<file path="src/rtl/frequency_rate_controller_pkg.sv">
// Shared definitions for the frequency rate controller: rate codes, default
// divider terminal counts and the controller FSM encoding.
package frequency_rate_controller_pkg;

    localparam int DEFAULT_CNT_W = 29;

    localparam logic [28:0] DEFAULT_DIV0 = 29'd25_000_000;
    localparam logic [28:0] DEFAULT_DIV1 = 29'd50_000_000;
    localparam logic [28:0] DEFAULT_DIV2 = 29'd100_000_000;
    localparam logic [28:0] DEFAULT_DIV3 = 29'd300_000_000;

    typedef enum logic [1:0] {
        RATE_0 = 2'd0,
        RATE_1 = 2'd1,
        RATE_2 = 2'd2,
        RATE_3 = 2'd3
    } rate_sel_t;

    typedef enum logic [1:0] {
        MANUAL_IDLE = 2'd0,
        MANUAL_PEND = 2'd1,
        SWEEP       = 2'd2
    } ctrl_state_t;

    // Sweep order is simply ascending with wrap from rate 3 back to rate 0.
    function automatic logic [1:0] next_rate(input logic [1:0] sel);
        return sel + 2'd1;
    endfunction

endpackage

</file>
<file path="src/rtl/frequency_rate_controller_counter.sv">
// Free-running period counter: counts 0..term, flags the boundary cycle and
// emits a registered one-cycle tick at the start of each new period.
module rate_period_counter #(
    parameter int CNT_W = 29
) (
    input  logic             clock,
    input  logic             reset,
    input  logic [CNT_W-1:0] term,
    output logic [CNT_W-1:0] count,
    output logic             boundary,
    output logic             tick
);

    assign boundary = (count == term);

    always_ff @(posedge clock or posedge reset) begin
        if (reset) begin
            count <= '0;
            tick  <= 1'b0;
        end else if (boundary) begin
            count <= '0;
            tick  <= 1'b1;
        end else begin
            count <= count + CNT_W'(1);
            tick  <= 1'b0;
        end
    end

endmodule

</file>
<file path="src/rtl/frequency_rate_controller.sv">
// Rate sequencer for the slow tick: accepts manual rate requests and applies
// them only at period boundaries, or sweeps through the four rates.
module frequency_rate_controller
    import frequency_rate_controller_pkg::*;
#(
    parameter int               CNT_W       = DEFAULT_CNT_W,
    parameter logic [CNT_W-1:0] DIV0        = CNT_W'(DEFAULT_DIV0),
    parameter logic [CNT_W-1:0] DIV1        = CNT_W'(DEFAULT_DIV1),
    parameter logic [CNT_W-1:0] DIV2        = CNT_W'(DEFAULT_DIV2),
    parameter logic [CNT_W-1:0] DIV3        = CNT_W'(DEFAULT_DIV3),
    parameter int               SWEEP_TICKS = 4
) (
    input  logic             clock,
    input  logic             reset,
    input  logic             mode,
    input  logic             req_valid,
    input  logic [1:0]       req_sel,
    output logic             req_ready,
    output logic             tick,
    output logic [1:0]       cur_sel,
    output logic             pending,
    output logic [CNT_W-1:0] count
);

    localparam int TC_W = (SWEEP_TICKS > 1) ? $clog2(SWEEP_TICKS) : 1;
    localparam logic [TC_W-1:0] TC_LAST = TC_W'(SWEEP_TICKS - 1);

    ctrl_state_t      state;
    ctrl_state_t      next_state;
    logic [1:0]       pend_sel;
    logic [TC_W-1:0]  tick_cnt;
    logic [CNT_W-1:0] term;
    logic             boundary;
    logic             accept;
    logic             apply_pend;
    logic             sweep_step;
    logic             sweep_wrap;
    logic             enter_sweep;

    always_comb begin
        term = DIV0;
        case (cur_sel)
            RATE_0:  term = DIV0;
            RATE_1:  term = DIV1;
            RATE_2:  term = DIV2;
            RATE_3:  term = DIV3;
            default: term = DIV0;
        endcase
    end

    rate_period_counter #(
        .CNT_W(CNT_W)
    ) u_counter (
        .clock   (clock),
        .reset   (reset),
        .term    (term),
        .count   (count),
        .boundary(boundary),
        .tick    (tick)
    );

    always_ff @(posedge clock or posedge reset) begin
        if (reset) begin
            state <= MANUAL_IDLE;
        end else begin
            state <= next_state;
        end
    end

    always_comb begin
        next_state = state;
        req_ready  = 1'b0;
        accept     = 1'b0;
        apply_pend = 1'b0;
        sweep_step = 1'b0;
        case (state)
            MANUAL_IDLE: begin
                req_ready = !mode;
                accept    = req_valid && !mode;
                if (mode) begin
                    next_state = SWEEP;
                end else if (accept) begin
                    next_state = MANUAL_PEND;
                end
            end
            MANUAL_PEND: begin
                // The held rate wins over sweep stepping at this boundary.
                if (boundary) begin
                    apply_pend = 1'b1;
                    next_state = mode ? SWEEP : MANUAL_IDLE;
                end
            end
            SWEEP: begin
                sweep_step = boundary;
                if (!mode) begin
                    next_state = MANUAL_IDLE;
                end
            end
            default: next_state = MANUAL_IDLE;
        endcase
    end

    assign sweep_wrap  = sweep_step && (tick_cnt == TC_LAST);
    assign enter_sweep = (state != SWEEP) && (next_state == SWEEP);
    assign pending     = (state == MANUAL_PEND);

    always_ff @(posedge clock or posedge reset) begin
        if (reset) begin
            pend_sel <= RATE_0;
            cur_sel  <= RATE_0;
            tick_cnt <= '0;
        end else begin
            if (accept) begin
                pend_sel <= req_sel;
            end
            if (apply_pend) begin
                cur_sel <= pend_sel;
            end else if (sweep_wrap) begin
                cur_sel <= next_rate(cur_sel);
            end
            if (enter_sweep || sweep_wrap) begin
                tick_cnt <= '0;
            end else if (sweep_step) begin
                tick_cnt <= tick_cnt + TC_W'(1);
            end
        end
    end

endmodule

</file>
<file path="config.mk">
export PLATFORM = sky130hd
export DESIGN_NAME = frequency_rate_controller
export DESIGN_NICKNAME = d
export VERILOG_FILES = /design/src/rtl/frequency_rate_controller_pkg.sv /design/src/rtl/frequency_rate_controller_counter.sv /design/src/rtl/frequency_rate_controller.sv
export SDC_FILE = /design/constraint.sdc
export NUM_CORES = 1
export LEC_CHECK = 0
export CORE_UTILIZATION = 35
export CTS_BUF_LIST = sky130_fd_sc_hd__clkbuf_4 sky130_fd_sc_hd__clkbuf_8
export CTS_CLUSTER_DIAMETER = 30
export DETAILED_ROUTE_END_ITERATION = 6
export SLEW_MARGIN = 0
export SYNTH_ARGS = -nofsm -noshare
export SYNTH_HDL_FRONTEND = slang
export SYNTH_HIERARCHICAL = 1
export SYNTH_SLANG_ARGS = --single-unit
</file>
<file path="constraint.sdc">
create_clock -name clock -period 8.02 [get_ports clock]
set_input_delay 1.604 -clock clock [delete_from_list [all_inputs] [get_ports clock]]
set_output_delay 1.604 -clock clock [all_outputs]
set_load 0.02 [all_outputs]
</file>
==> results by stage, run 1 <==
Detailed routing:
- Dividing the detail-routed via count by the number of cells gives 5.247.
- The total wirelength of the detailed-routed design is roughly 5600 um.
- The first-pass detailed-route iteration total is 4.
- The number of DRC violations after detailed routing is 0.
- The DRC marker count from the first detailed-route iteration is 130.
- The post-detailed-route wirelength per cell is 14.74 um.
- Once detail routing completed, the nets flagged for antenna violations numbered 0.
- The final route contains 1978 vias.

Global route:
- The initial antenna violation count was 0.
- In the global route stage, overall resource usage came out at 16.52%.
- The first global-routing pass estimated 9501 um of wire.
- The global route total overflow is 0.
- Entering global routing, the biggest net connects 31 pins.
- The number of global-route vias before repair is approximately 1900.

Setup path:
- Of all nets on the critical path, the largest fanout is 3.
- The most critical setup path has its startpoint at mode.
- The critical path is of the in -> out type.
- The endpoint identified for the worst register-to-register timing path is tick_cnt[0]$_DFFE_PP0P_.
- The signal arrival time at the worst endpoint is 2.90 ns.
- Traced cell by cell, the critical path runs through clkdlybuf4s50_1, nor3_4, clkdlybuf4s50_1.
- In this design, the stage delay of the slowest critical-path cell is 0.62 ns.
- The nature of the critical path startpoint is an input port.
- The kind of end point of the critical path is a primary output.
- Together, buffers and inverters on the worst path number 2.
- The kind of cell adding the most delay to the critical path is buffers and inverters.
- The critical path data required time is 6.42 ns.
- The critical path ends at req_ready.
- Measured in cells, the most critical reg-to-reg path has a length of 10.
- Across all register-to-register paths, the minimum setup slack is 5.13 ns.
- The cell depth of the worst setup path is 3.
- The startpoint identified for the worst register-to-register timing path is cur_sel[0]$_DFFE_PP0P_.
- The cell seen most often among critical-path stages is sky130_fd_sc_hd__clkdlybuf4s50_1.
- Among all stages on the critical path, the largest delay is contributed by sky130_fd_sc_hd__clkdlybuf4s50_1.

CTS:
- The CTS buffer count is 5.
- The clock latency on the worst-skew pair is 0.29 ns.
- The CTS sink count is 38.
- Post-CTS repair changed the size of 0 cells.
- The number of setup buffers added after CTS is 0.
- The TritonCTS clock tree is done.
- The total of hold buffers inserted after clock tree synthesis is 0.
- The longest clock path from root to sink contains 2 buffers.
- After clock tree synthesis, the clock-pin slew on the worst setup and hold paths is 0.07 ns.
- The cell chosen for the clock root is sky130_fd_sc_hd__clkbuf_8.
- The number of H-tree branching levels is 2.

Flow run:
- The total of max-cap violations is 0.

Timing:
- The post-layout worst setup margin is 3.513 ns.
- The setup TNS after final layout is 0 ns.
- Setup violations remaining at the end of the flow were counted as 0.
- Setup repair after global routing left no endpoint under its margin.
- The peak clock frequency supported by timing is 221.9 MHz.
- The final clock skew is about 0.0084 ns.
- The final hold violation count is 0.
- The shortest clock period the worst path allows after layout is 4.507 ns.
- The number of pins exceeding their max-slew limit in the final report came to 0.
- The share of the clock period used by the worst path after layout is a little under three fifths.

Placed design:
- At the end of routability-driven placement, the weighted congestion stood at 0.8142.
- Buffers placed on the I/O ports in this run total 39.
- Once placement completed, the tool counted placed cells totaling 370.
- OpenSTA, run right after detailed placement, puts the worst setup slack at between 3 and 4 ns.
- The placed instances occupy a cell area of 2919 um^2.
- The half-perimeter wire length after detailed placement is 3895 um.

Power and ir drop:
- The internal power contribution is 281.8 uW.
- VDD sags by at most approximately 0.000064 V.
- The proportion of power drawn by flip-flops and latches is 55.7%.
- In this run the static leakage power is 1.186 nW.
- Combinational cells account for 8.4% of the total power.
- The net load switching power is 88.72 uW.
- Per report_power, the clock group accounts for 35.9% of the total.
- Power comes to roughly 370 uW.
- Power spread over the standard cell area amounts to 123.4 nW/um^2.
- Net switching is 23.94% of the power.

Logic synthesis:
- The per-instance average area after synthesis is 9.654 um^2.
- The distinct cell type count of the synthesized netlist is 45.
- The number of cells produced by synthesis is between 200 and 300.
- After synthesis the netlist holds a flip-flop and latch count of 38.
- Sequential cells were found to cover about two fifths of the synthesized design area.
- The cell area after synthesis is roughly 2400 um^2.
- The number of synthesis warnings is 6.

Finish:
- The number of fill cells is 669.
- The net total in the final layout is approximately 310.
- The multi-input combinational cells in the finished layout cover a total of about 1400 um^2.
- In the final layout, flip-flops and latches occupy 950.9 um^2.
- The layout cell share with drive strength beyond 1 is 8.418%.
- The most common cell after layout, fill and taps aside is sky130_fd_sc_hd__clkdlybuf4s50_1.
- In the layout the commonest cells are sky130_fd_sc_hd__clkdlybuf4s50_1 (39), sky130_fd_sc_hd__dfrtp_1 (38), sky130_fd_sc_hd__xnor2_1 (38).
- The area overhead of the layout relative to synthesis is 22.95%.
- Leaving out filler cells and counting taps, the final layout contains 377.
- The number of antenna diodes in the final layout is 0.
- After routing the design area is between 3000 and 4000 um^2.

Floorplanning:
- The horizontal extent of the die is 85.54 um.
- The initial utilization of the core area, before any placement, comes to between 30% and 40%.
- The total core area is 6756 um^2.
- The die covers 7316 um^2.
- The die is roughly 86 um tall.
- The total I/O pin count is 40.
- After floorplanning, the core was divided into 30 placement rows.

Outcome:
- The flow ran to the end, and the final reports show no timing, DRC or antenna violations.

Worst hold path:
- The kind of path behind the tightest hold check is reg -> reg.
## power by group through the flow
| stage | clock, mW | sequential (mW) | combinational [mW] |
|---|---|---|---|
| after global routing | 0.147 | 0.208 | 0.0351 |
| after global placement | 0 | 0.210 | 0.0314 |
| after detailed placement | 0 | 0.210 | 0.0317 |
| after CTS | 0.138 | 0.206 | 0.0319 |
| final | 0.133 | 0.206 | 0.0311 |
| after floorplan | 0 | 0.204 | 0.0309 |
## sequential cells by signal, indices dropped and copies added (netlist names)
name	count
tick_cnt	2
state	2
pend_sel	2
u_counter/tick	1
u_counter/count	29
cur_sel	2
## worst register-to-register path: stages (launching register included)
cell                      delay, ns
sky130_fd_sc_hd__dfrtp_1       0.49
sky130_fd_sc_hd__inv_1         0.13
sky130_fd_sc_hd__ha_1          0.29
sky130_fd_sc_hd__or2_2         0.35
sky130_fd_sc_hd__xnor2_1       0.14
sky130_fd_sc_hd__nand4_1       0.12
sky130_fd_sc_hd__nor4_2        0.29
sky130_fd_sc_hd__and2_1        0.37
sky130_fd_sc_hd__nand2_1       0.12
sky130_fd_sc_hd__a22o_1        0.23
sky130_fd_sc_hd__mux2_4        0.25
## metal layers
metal  routed length, um  GRT usage [%]  up-vias
met4                  57          4.091        0
li1                    -              -      980
met2                2669          27.35       41
met1                2623          22.28      951
met5                   0              0        -
met3                 207          3.272        6
## final cells by class
cell class,instances,area share (%)
multi-input combinational,199,47.08
timing repair buffer,42,13.75
clock buffer,7,2.792
sequential,38,31.67
tap,80,3.333
inverter,11,1.375
## synth_stat cells, drive strengths merged
library cell | instances | area (um^2)
dfrtp | 38 | 950.9
xnor2 | 38 | 332.8
a21oi | 16 | 80.08
nand4 | 14 | 102.6
nand2 | 13 | 48.80
a22oi | 12 | 90.09
nand3 | 12 | 65.06
inv | 11 | 41.29
o21ai | 9 | 45.04
clkbuf | 8 | 31.28
ha | 8 | 100.1
or3 | 8 | 50.05
nor3 | 7 | 46.30
buf | 6 | 51.30
or4 | 6 | 52.55
o31ai | 4 | 30.03
or2 | 4 | 25.02
xor2 | 4 | 35.03
and3 | 3 | 18.77
mux2 | 3 | 37.53
nand2b | 3 | 26.27
nor2 | 3 | 11.26
nor4 | 3 | 18.77
o21a | 3 | 22.52
a21boi | 2 | 15.01
a22o | 2 | 17.52
a2bb2oi | 2 | 17.52
and4 | 2 | 17.52
conb | 2 | 7.510
a21o | 1 | 7.510
and2 | 1 | 6.260
mux2i | 1 | 10.01
nand3b | 1 | 7.510
nand4b | 1 | 8.760
nor2b | 1 | 6.260
nor3b | 1 | 7.510
## worst min path at each step
stage	from	end	slack (ns)	cells past startpoint
after floorplan	tick_cnt[1]$_DFFE_PP0P_	tick_cnt[1]$_DFFE_PP0P_	0.48	1
after global placement	pend_sel[1]$_DFFE_PP0P_	pend_sel[1]$_DFFE_PP0P_	0.49	1
after detailed placement	pend_sel[1]$_DFFE_PP0P_	pend_sel[1]$_DFFE_PP0P_	0.50	1
after CTS	pend_sel[1]$_DFFE_PP0P_	pend_sel[1]$_DFFE_PP0P_	0.52	1
after global routing	pend_sel[1]$_DFFE_PP0P_	pend_sel[1]$_DFFE_PP0P_	0.54	1
final	pend_sel[1]$_DFFE_PP0P_	pend_sel[1]$_DFFE_PP0P_	0.51	1
## through the flow
stage / hold slack [ns] / util [%]
after floorplan: 0.4771 / -
after global placement: 0.4945 / 43.20
after detailed placement: 0.4993 / 43.20
after CTS: 0.5182 / 44.44
after global routing: 0.5435 / 44.44
final: 0.5123 / 44.44
## logic make-up (layout without fill, tap and decap cells)
family | after synthesis | in the layout | synth area share, %
AO/OA/AOI/OAI | 51 | 51 | 13.32
XOR/XNOR | 42 | 42 | 15.06
adder cells (fa/ha/maj) | 8 | 8 | 4.099
buffers and inverters | 25 | 60 | 5.072
flip-flops | 38 | 38 | 38.93
multiplexers | 4 | 4 | 1.946
other | 2 | 11 | 0.3075
AND/OR/NAND/NOR | 83 | 83 | 21.26
Note: power is estimated with default switching activity, not from simulation.
==> run 2: changes to the inputs <==
clock period = 3.89 ns   (was 8.02 ns; I/O delays follow)
==> run 2 against run 1 <==
Net effect:
- first-iteration DRC count decreased by 12%
- utilization unchanged
- flip-flop and latch count unchanged
- clock power increased by 100%
- highest routed layer unchanged
- combinational power increased by 110%
- wire length increased by 0.90%
- critical endpoint is now tick_cnt[0]$_DFFE_PP0P_
==> results by stage, run 2 (same netlist as run 1, synthesis figures left out) <==
Detailed routing:
- The average via count per standard cell came to 5.218 (-0.56%).
- The post-detailed-route wirelength per cell came to 14.87 um (+0.90%).
- The first-pass detailed-route iteration total came to 4 (unchanged).
- The number of DRC violations after detailed routing is 0 (unchanged).
- The DRC marker count from the first detailed-route iteration is 115 (-12%).
- The total wirelength of the detailed-routed design was 5607 um (+0.90%).
- The total number of vias was 1967 (-0.56%).
- The number of nets with antenna violations after detailed routing is 0 (unchanged).

Global route:
- After global routing, the most crowded layer is met2.
- The first-pass GRT wire length is 9480 um (-0.22%).
- The global router's overall resource usage is 16.49% (-0.034 points).
- The number of global-route vias before repair is 1925 (+0.52%).
- The global-route met3 utilization is 3.465% (+0.19 points).
- The met1 usage is 22.21% (-0.075 points).
- The largest net degree at the start of global routing is 31 (unchanged).
- The met2 usage was 26.47% (-0.87 points).
- The global route total overflow was 0 (unchanged).
- The initial antenna violation count is 0 (unchanged).

Floorplanning:
- The total core area is 6756 um^2 (unchanged).
- The number of rows in the core area is 30 (unchanged).
- The effective utilization at floorplan is 36.15% (unchanged).
- The total I/O pin count was 40 (unchanged).
- The y dimension of the die was 85.54 um (unchanged).
- The horizontal extent of the die was 85.54 um (unchanged).
- The die footprint was 7316 um^2 (unchanged).

Setup path:
- The critical path goes through inv_1, ha_1, or2_2, xnor2_1, nand4_1, nor4_2, and2_1, nand2_1, a22o_1, mux2_4.
- The worst-path maximum fanout was 8 (+5).
- The critical path class is reg -> reg.
- The kind of cell adding the most delay to the critical path is simple AND/OR/NAND/NOR gates.
- The kind of end point of the critical path is a register.
- The signal arrival time at the worst endpoint was 3.11 ns (+0.21 ns).
- The critical path data required time is 4.07 ns (-2.35 ns).
- The highest cell delay on the worst timing path was 0.48 ns (-0.14 ns).
- The buffers plus inverters on the worst setup path is 1 (-1).
- The worst setup path is launched from a register.
- The standard cell with the maximum stage delay on the critical path is sky130_fd_sc_hd__dfrtp_1.

Finish:
- In the layout the commonest cells are sky130_fd_sc_hd__clkdlybuf4s50_1 (39), sky130_fd_sc_hd__dfrtp_1 (38), sky130_fd_sc_hd__xnor2_1 (38).
- The flip-flop count of the largest register, all copies and words added is 29 (unchanged).
- The area used by multi-input combinational logic is 1414 um^2 (unchanged).
- Leaving out fill and tap cells, the most frequent cell in the layout is sky130_fd_sc_hd__clkdlybuf4s50_1.
- Ranked by flip-flop count, first place goes to u_counter/count.
- The layout cell share with drive strength beyond 1 came to 8.418% (unchanged).
- The net total in the final layout is 311 (unchanged).
- The sequential cell area was 950.9 um^2 (unchanged).
- The number of fill cells is 662 (-1.0%).
- The count of inserted antenna diode cells is 0 (unchanged).
- The area overhead of the layout relative to synthesis is 22.95% (unchanged).
- The final design area excluding fillers is 3003 um^2 (unchanged).

Timing:
- The final-report setup violation count was 0 (unchanged).
- The share of the clock period used by the worst path after layout is 75.49%.
- Setup repair after global routing left no endpoint under its margin.
- The setup TNS after final layout is 0 ns (unchanged).
- The number of pins exceeding their max-slew limit in the final report is 0 (unchanged).
- The shortest clock period the worst path allows after layout is 2.937 ns.
- The final hold violation count was 0 (unchanged).
- The peak clock frequency supported by timing is 340.5 MHz.
- The final clock skew is 0.004529 ns (-0.003888 ns).

Placed design:
- The post-placement cell area is 2919 um^2 (unchanged).
- The number of port buffers is 39 (unchanged).
- The routability congestion estimate is 0.7595 (-6.7%).
- The half-perimeter wire length after detailed placement was 3970 um (+1.9%).

Power and ir drop:
- The static leakage power is 1.186 nW (unchanged).
- The power per cell area was 253.2 nW/um^2 (+110%).
- The maximum vdd ir drop is 0.0001590 V (+150%).

CTS:
- The count of instances resized after the clock tree is built is 0 (unchanged).
- The number of setup buffers added after CTS came to 0 (unchanged).
- The cell chosen for the clock root is sky130_fd_sc_hd__clkbuf_8.
- The number of H-tree branching levels is 2 (unchanged).
- The CTS sink count is 38 (unchanged).
- The total of hold buffers inserted after clock tree synthesis is 0 (unchanged).
- The maximum root-to-sink buffer count was 2 (unchanged).
- The clock latency on the worst-skew pair was 0.29 ns (about the same).
- TritonCTS built the clock tree.
- The clock transition time at the flip-flop clock pins of the worst setup and hold paths is 0.07 ns (about the same).
- The CTS buffer count is 5 (unchanged).

Outcome:
- The run finished with clean final reports.

Flow run:
- The total of max-cap violations is 0 (unchanged).

Worst hold path:
- The kind of path behind the tightest hold check is reg -> reg.
-- run 2: routing by layer --
layer	share of wire, %	up-vias
met1	47	949
met2	48	35
met4	1.1	0
met3	3.3	7
met5	0	-
li1	-	976
-- run 2: path summary, 6_finish.rpt --
kind                                    startpoint                            end  slack, ns  cells after the start
setup / recovery            cur_sel[0]$_DFFE_PP0P_        tick_cnt[0]$_DFFE_PP0P_       0.95                     10
hold / removal             pend_sel[1]$_DFFE_PP0P_        pend_sel[1]$_DFFE_PP0P_       0.51                      1
setup reg to reg            cur_sel[0]$_DFFE_PP0P_        tick_cnt[0]$_DFFE_PP0P_       0.95                     10
hold reg to reg            pend_sel[1]$_DFFE_PP0P_        pend_sel[1]$_DFFE_PP0P_       0.51                      1
max in group asynchronous                    reset  u_counter/count[10]$_DFF_PP0_       2.69                      3
min in group asynchronous                    reset        tick_cnt[0]$_DFFE_PP0P_       0.77                      2
-- run 2: area by class of cell --
cell class	count	share of cell area [%]
multi-input combinational	199	47.08
sequential	38	31.67
timing repair buffer	42	13.75
tap	80	3.333
clock buffer	7	2.792
inverter	11	1.375
-- run 2: metrics by stage --
step | std cells | power (mW) | util (%) | setup slack (ns) | hold slack (ns)
after global routing | 377 | 0.7969 | 44.44 | 0.7081 | 0.5361
after global placement | 370 | 0.4974 | 43.20 | 1.037 | 0.4923
after detailed placement | 370 | 0.4979 | 43.20 | 0.9740 | 0.4976
final | 377 | 0.7604 | 44.44 | 0.9534 | 0.5079
after floorplan | 262 | 0.4844 | - | 0.7640 | 0.4771
after CTS | 377 | 0.7736 | 44.44 | 0.9537 | 0.5158
-- run 2: report_power, final --
part	internal [mW]	leakage, nW	switching (mW)
Combinational	0.0354	0.658	0.0291
Sequential	0.408	0.483	0.0168
Clock	0.137	0.0452	0.133
Total	0.581	1.19	0.179
==> run 3: changes to the inputs <==
clock period = 2.5 ns   (was 3.89 ns; I/O delays follow)
==> run 3 against run 2 <==
Net effect:
- die area unchanged
- sequential power is 56% higher
- largest power group unchanged
- total power up 56%
- clock power is 55% higher
- critical path depth stayed put
- maximum frequency grew 21%
- global-route usage up 0.20 points
- design area grew 4.7%
- worst setup slack got worse by 0.88 ns
- first-iteration DRC count decreased by 16%
- count of clock-buffer cells in the layout did not move
==> results by stage, run 3 (same netlist as run 1, synthesis figures left out) <==
Setup path:
- The critical path is of the reg -> reg type.
- The startpoint identified for the worst register-to-register timing path is cur_sel[1]$_DFFE_PP0P_.
- The critical path data required time is 2.68 ns (-1.39 ns).
- The most critical setup path has its endpoint at tick_cnt[0]$_DFFE_PP0P_.
- The kind of end point of the critical path is a register.
- The worst reg2reg path depth is 10 (unchanged).
- The worst-path maximum fanout came to 7 (-1).
- The most critical setup path has its startpoint at cur_sel[1]$_DFFE_PP0P_.
- The worst reg-to-reg setup slack came to 0.07 ns (-0.88 ns).
- The signal arrival time at the worst endpoint is 2.61 ns (-0.50 ns).
- The endpoint identified for the worst register-to-register timing path is tick_cnt[0]$_DFFE_PP0P_.
- The nature of the critical path startpoint is a register.

Global route:
- The first-pass GRT wire length is 9556 um (+0.80%).
- The largest net degree at the start of global routing is 31 (unchanged).
- The global router's overall resource usage came to 16.68% (+0.20 points).
- The initial antenna violation count is 0 (unchanged).
- The global route total overflow came to 0 (unchanged).
- The number of global-route vias before repair is 1936 (+0.57%).

Timing:
- The peak clock frequency supported by timing came to 412.0 MHz (+21%).
- The final hold violation count was 0 (unchanged).
- The shortest clock period the worst path allows after layout came to 2.427 ns (-0.5092 ns).
- The share of the clock period used by the worst path after layout is 97.10% (+22 points).
- The setup TNS after final layout is 0 ns (unchanged).
- The number of pins exceeding their max-slew limit in the final report is 0 (unchanged).
- The final hold slack is 0.4875 ns (-0.02039 ns).
- The final clock skew is 0.004911 ns (+0.0003825 ns).
- The final-report setup violation count is 0 (unchanged).
- Setup repair after global routing could not meet its margin everywhere.

Detailed routing:
- The average via count per standard cell came to 5.278 (+1.2%).
- The total number of vias is 2032 (+3.3%).
- The total wirelength of the detailed-routed design is 5612 um (about the same).
- The DRC marker count from the first detailed-route iteration came to 97 (-16%).
- The first-pass detailed-route iteration total is 4 (unchanged).
- The number of nets with antenna violations after detailed routing is 0 (unchanged).
- The post-detailed-route wirelength per cell is 14.58 um (-2.0%).
- The number of DRC violations after detailed routing is 0 (unchanged).

Finish:
- The area growth from synthesis to layout is 28.74%.
- The net total in the final layout is 319 (+2.6%).
- The count of inserted antenna diode cells was 0 (unchanged).
- The most common cell after layout, fill and taps aside is sky130_fd_sc_hd__clkdlybuf4s50_1.
- The top cell types in the final layout, fill and taps aside, are sky130_fd_sc_hd__clkdlybuf4s50_1 (39), sky130_fd_sc_hd__dfrtp_1 (36), sky130_fd_sc_hd__xnor2_1 (36).
- The layout cell share with drive strength beyond 1 came to 14.75% (+6.3 points).
- The final design area excluding fillers is 3144 um^2 (+4.7%).
- The flip-flop count of the largest register, all copies and words added is 29 (unchanged).
- The register with the most flip-flops in the final layout is u_counter/count.

Outcome:
- The run finished with clean final reports.

Power and ir drop:
- The static leakage power was 1.263 nW (+6.5%).
- The power per cell area is 376.4 nW/um^2 (+49%).
- The maximum vdd ir drop is 0.0002513 V (+58%).

CTS:
- The cell sitting at the root of the clock tree is a sky130_fd_sc_hd__clkbuf_8.
- The maximum root-to-sink buffer count came to 2 (unchanged).
- The number of H-tree branching levels came to 2 (unchanged).
- The CTS sink count is 38 (unchanged).
- The TritonCTS clock tree is done.
- The clock transition time at the flip-flop clock pins of the worst setup and hold paths was 0.07 ns (about the same).
- The clock latency on the worst-skew pair was 0.29 ns (about the same).
- The CTS buffer count is 5 (unchanged).

Floorplanning:
- The total I/O pin count is 40 (unchanged).
- The y dimension of the die is 85.54 um (unchanged).
- The effective utilization at floorplan came to 36.15% (unchanged).
- The horizontal extent of the die came to 85.54 um (unchanged).
- The die footprint was 7316 um^2 (unchanged).
- The number of rows in the core area came to 30 (unchanged).
- The total core area is 6756 um^2 (unchanged).

Placed design:
- The half-perimeter wire length after detailed placement was 4034 um (+1.6%).
- The number of port buffers is 39 (unchanged).
- The routability congestion estimate is 0.8241 (+8.5%).
- The post-placement cell area is 3002 um^2 (+2.8%).

Worst hold path:
- The kind of path behind the tightest hold check is in -> async.

Flow run:
- The total of max-cap violations was 0 (unchanged).
## run 3: metrics by stage
| stage | std cells | setup WS (ns) | util [%] | power (mW) |
|---|---|---|---|---|
| after floorplan | 262 | -0.08065 | - | 0.7546 |
| after global placement | 373 | 0.1015 | 44.43 | 0.7755 |
| after detailed placement | 373 | 0.03712 | 44.43 | 0.7767 |
| after CTS | 380 | 0.02596 | 45.67 | 1.200 |
| after global routing | 385 | -0.03529 | 46.54 | 1.237 |
| final | 385 | 0.07254 | 46.54 | 1.183 |
## run 3: cell type report
class | count | area (um^2)
Tap cell | 80 | 100.1
Clock buffer | 7 | 83.83
Inverter | 11 | 43.79
Sequential cell | 38 | 953.4
Multi-Input combinational cell | 199 | 1486
Fill cell | 664 | 3612
Timing Repair Buffer | 50 | 476.7
## run 3: how the worst min path moves through the flow
stage	start	endpoint	slack (ns)	cells past startpoint
floorplan	reset	pend_sel[0]$_DFFE_PP0P_	0.32	1
global placement	pend_sel[1]$_DFFE_PP0P_	pend_sel[1]$_DFFE_PP0P_	0.49	1
detailed placement	pend_sel[0]$_DFFE_PP0P_	pend_sel[0]$_DFFE_PP0P_	0.50	1
CTS	reset	tick_cnt[1]$_DFFE_PP0P_	0.50	2
global route	pend_sel[0]$_DFFE_PP0P_	pend_sel[0]$_DFFE_PP0P_	0.53	1
finish	reset	tick_cnt[1]$_DFFE_PP0P_	0.49	2
## run 3: report_power, final
part / internal, mW / leakage (nW) / switching [mW]
Combinational: 0.0555 / 0.739 / 0.0451
Sequential: 0.635 / 0.479 / 0.0271
Clock: 0.214 / 0.0452 / 0.207
Total: 0.904 / 1.26 / 0.279
## run 3: what timing repair did
| item | in CTS | in global routing |
|---|---|---|
| hold buffers | 0 | 0 |
| endpoints found under the setup margin | 0 | 4 |
| buffers inserted | 0 | 5 |
| resized for setup | 0 | 4 |
## run 3: metal layers
layer	GRT usage (%)	part of all wire, %	vias up
met1	22.47	47	989
met5	0	0	-
met2	27.05	48	39
met3	3.272	3.3	5
li1	-	-	999
met4	5.455	1.4	0
## run 3: worst max-delay path, cell delays in order (launching register included)
cell	delay, ns
sky130_fd_sc_hd__dfrtp_2	0.46
sky130_fd_sc_hd__buf_6	0.14
sky130_fd_sc_hd__ha_4	0.15
sky130_fd_sc_hd__or2_4	0.23
sky130_fd_sc_hd__xnor2_2	0.12
sky130_fd_sc_hd__nand4_1	0.13
sky130_fd_sc_hd__nor4_4	0.32
sky130_fd_sc_hd__and2_4	0.24
sky130_fd_sc_hd__nand2b_4	0.06
sky130_fd_sc_hd__a22o_1	0.21
sky130_fd_sc_hd__mux2_4	0.25
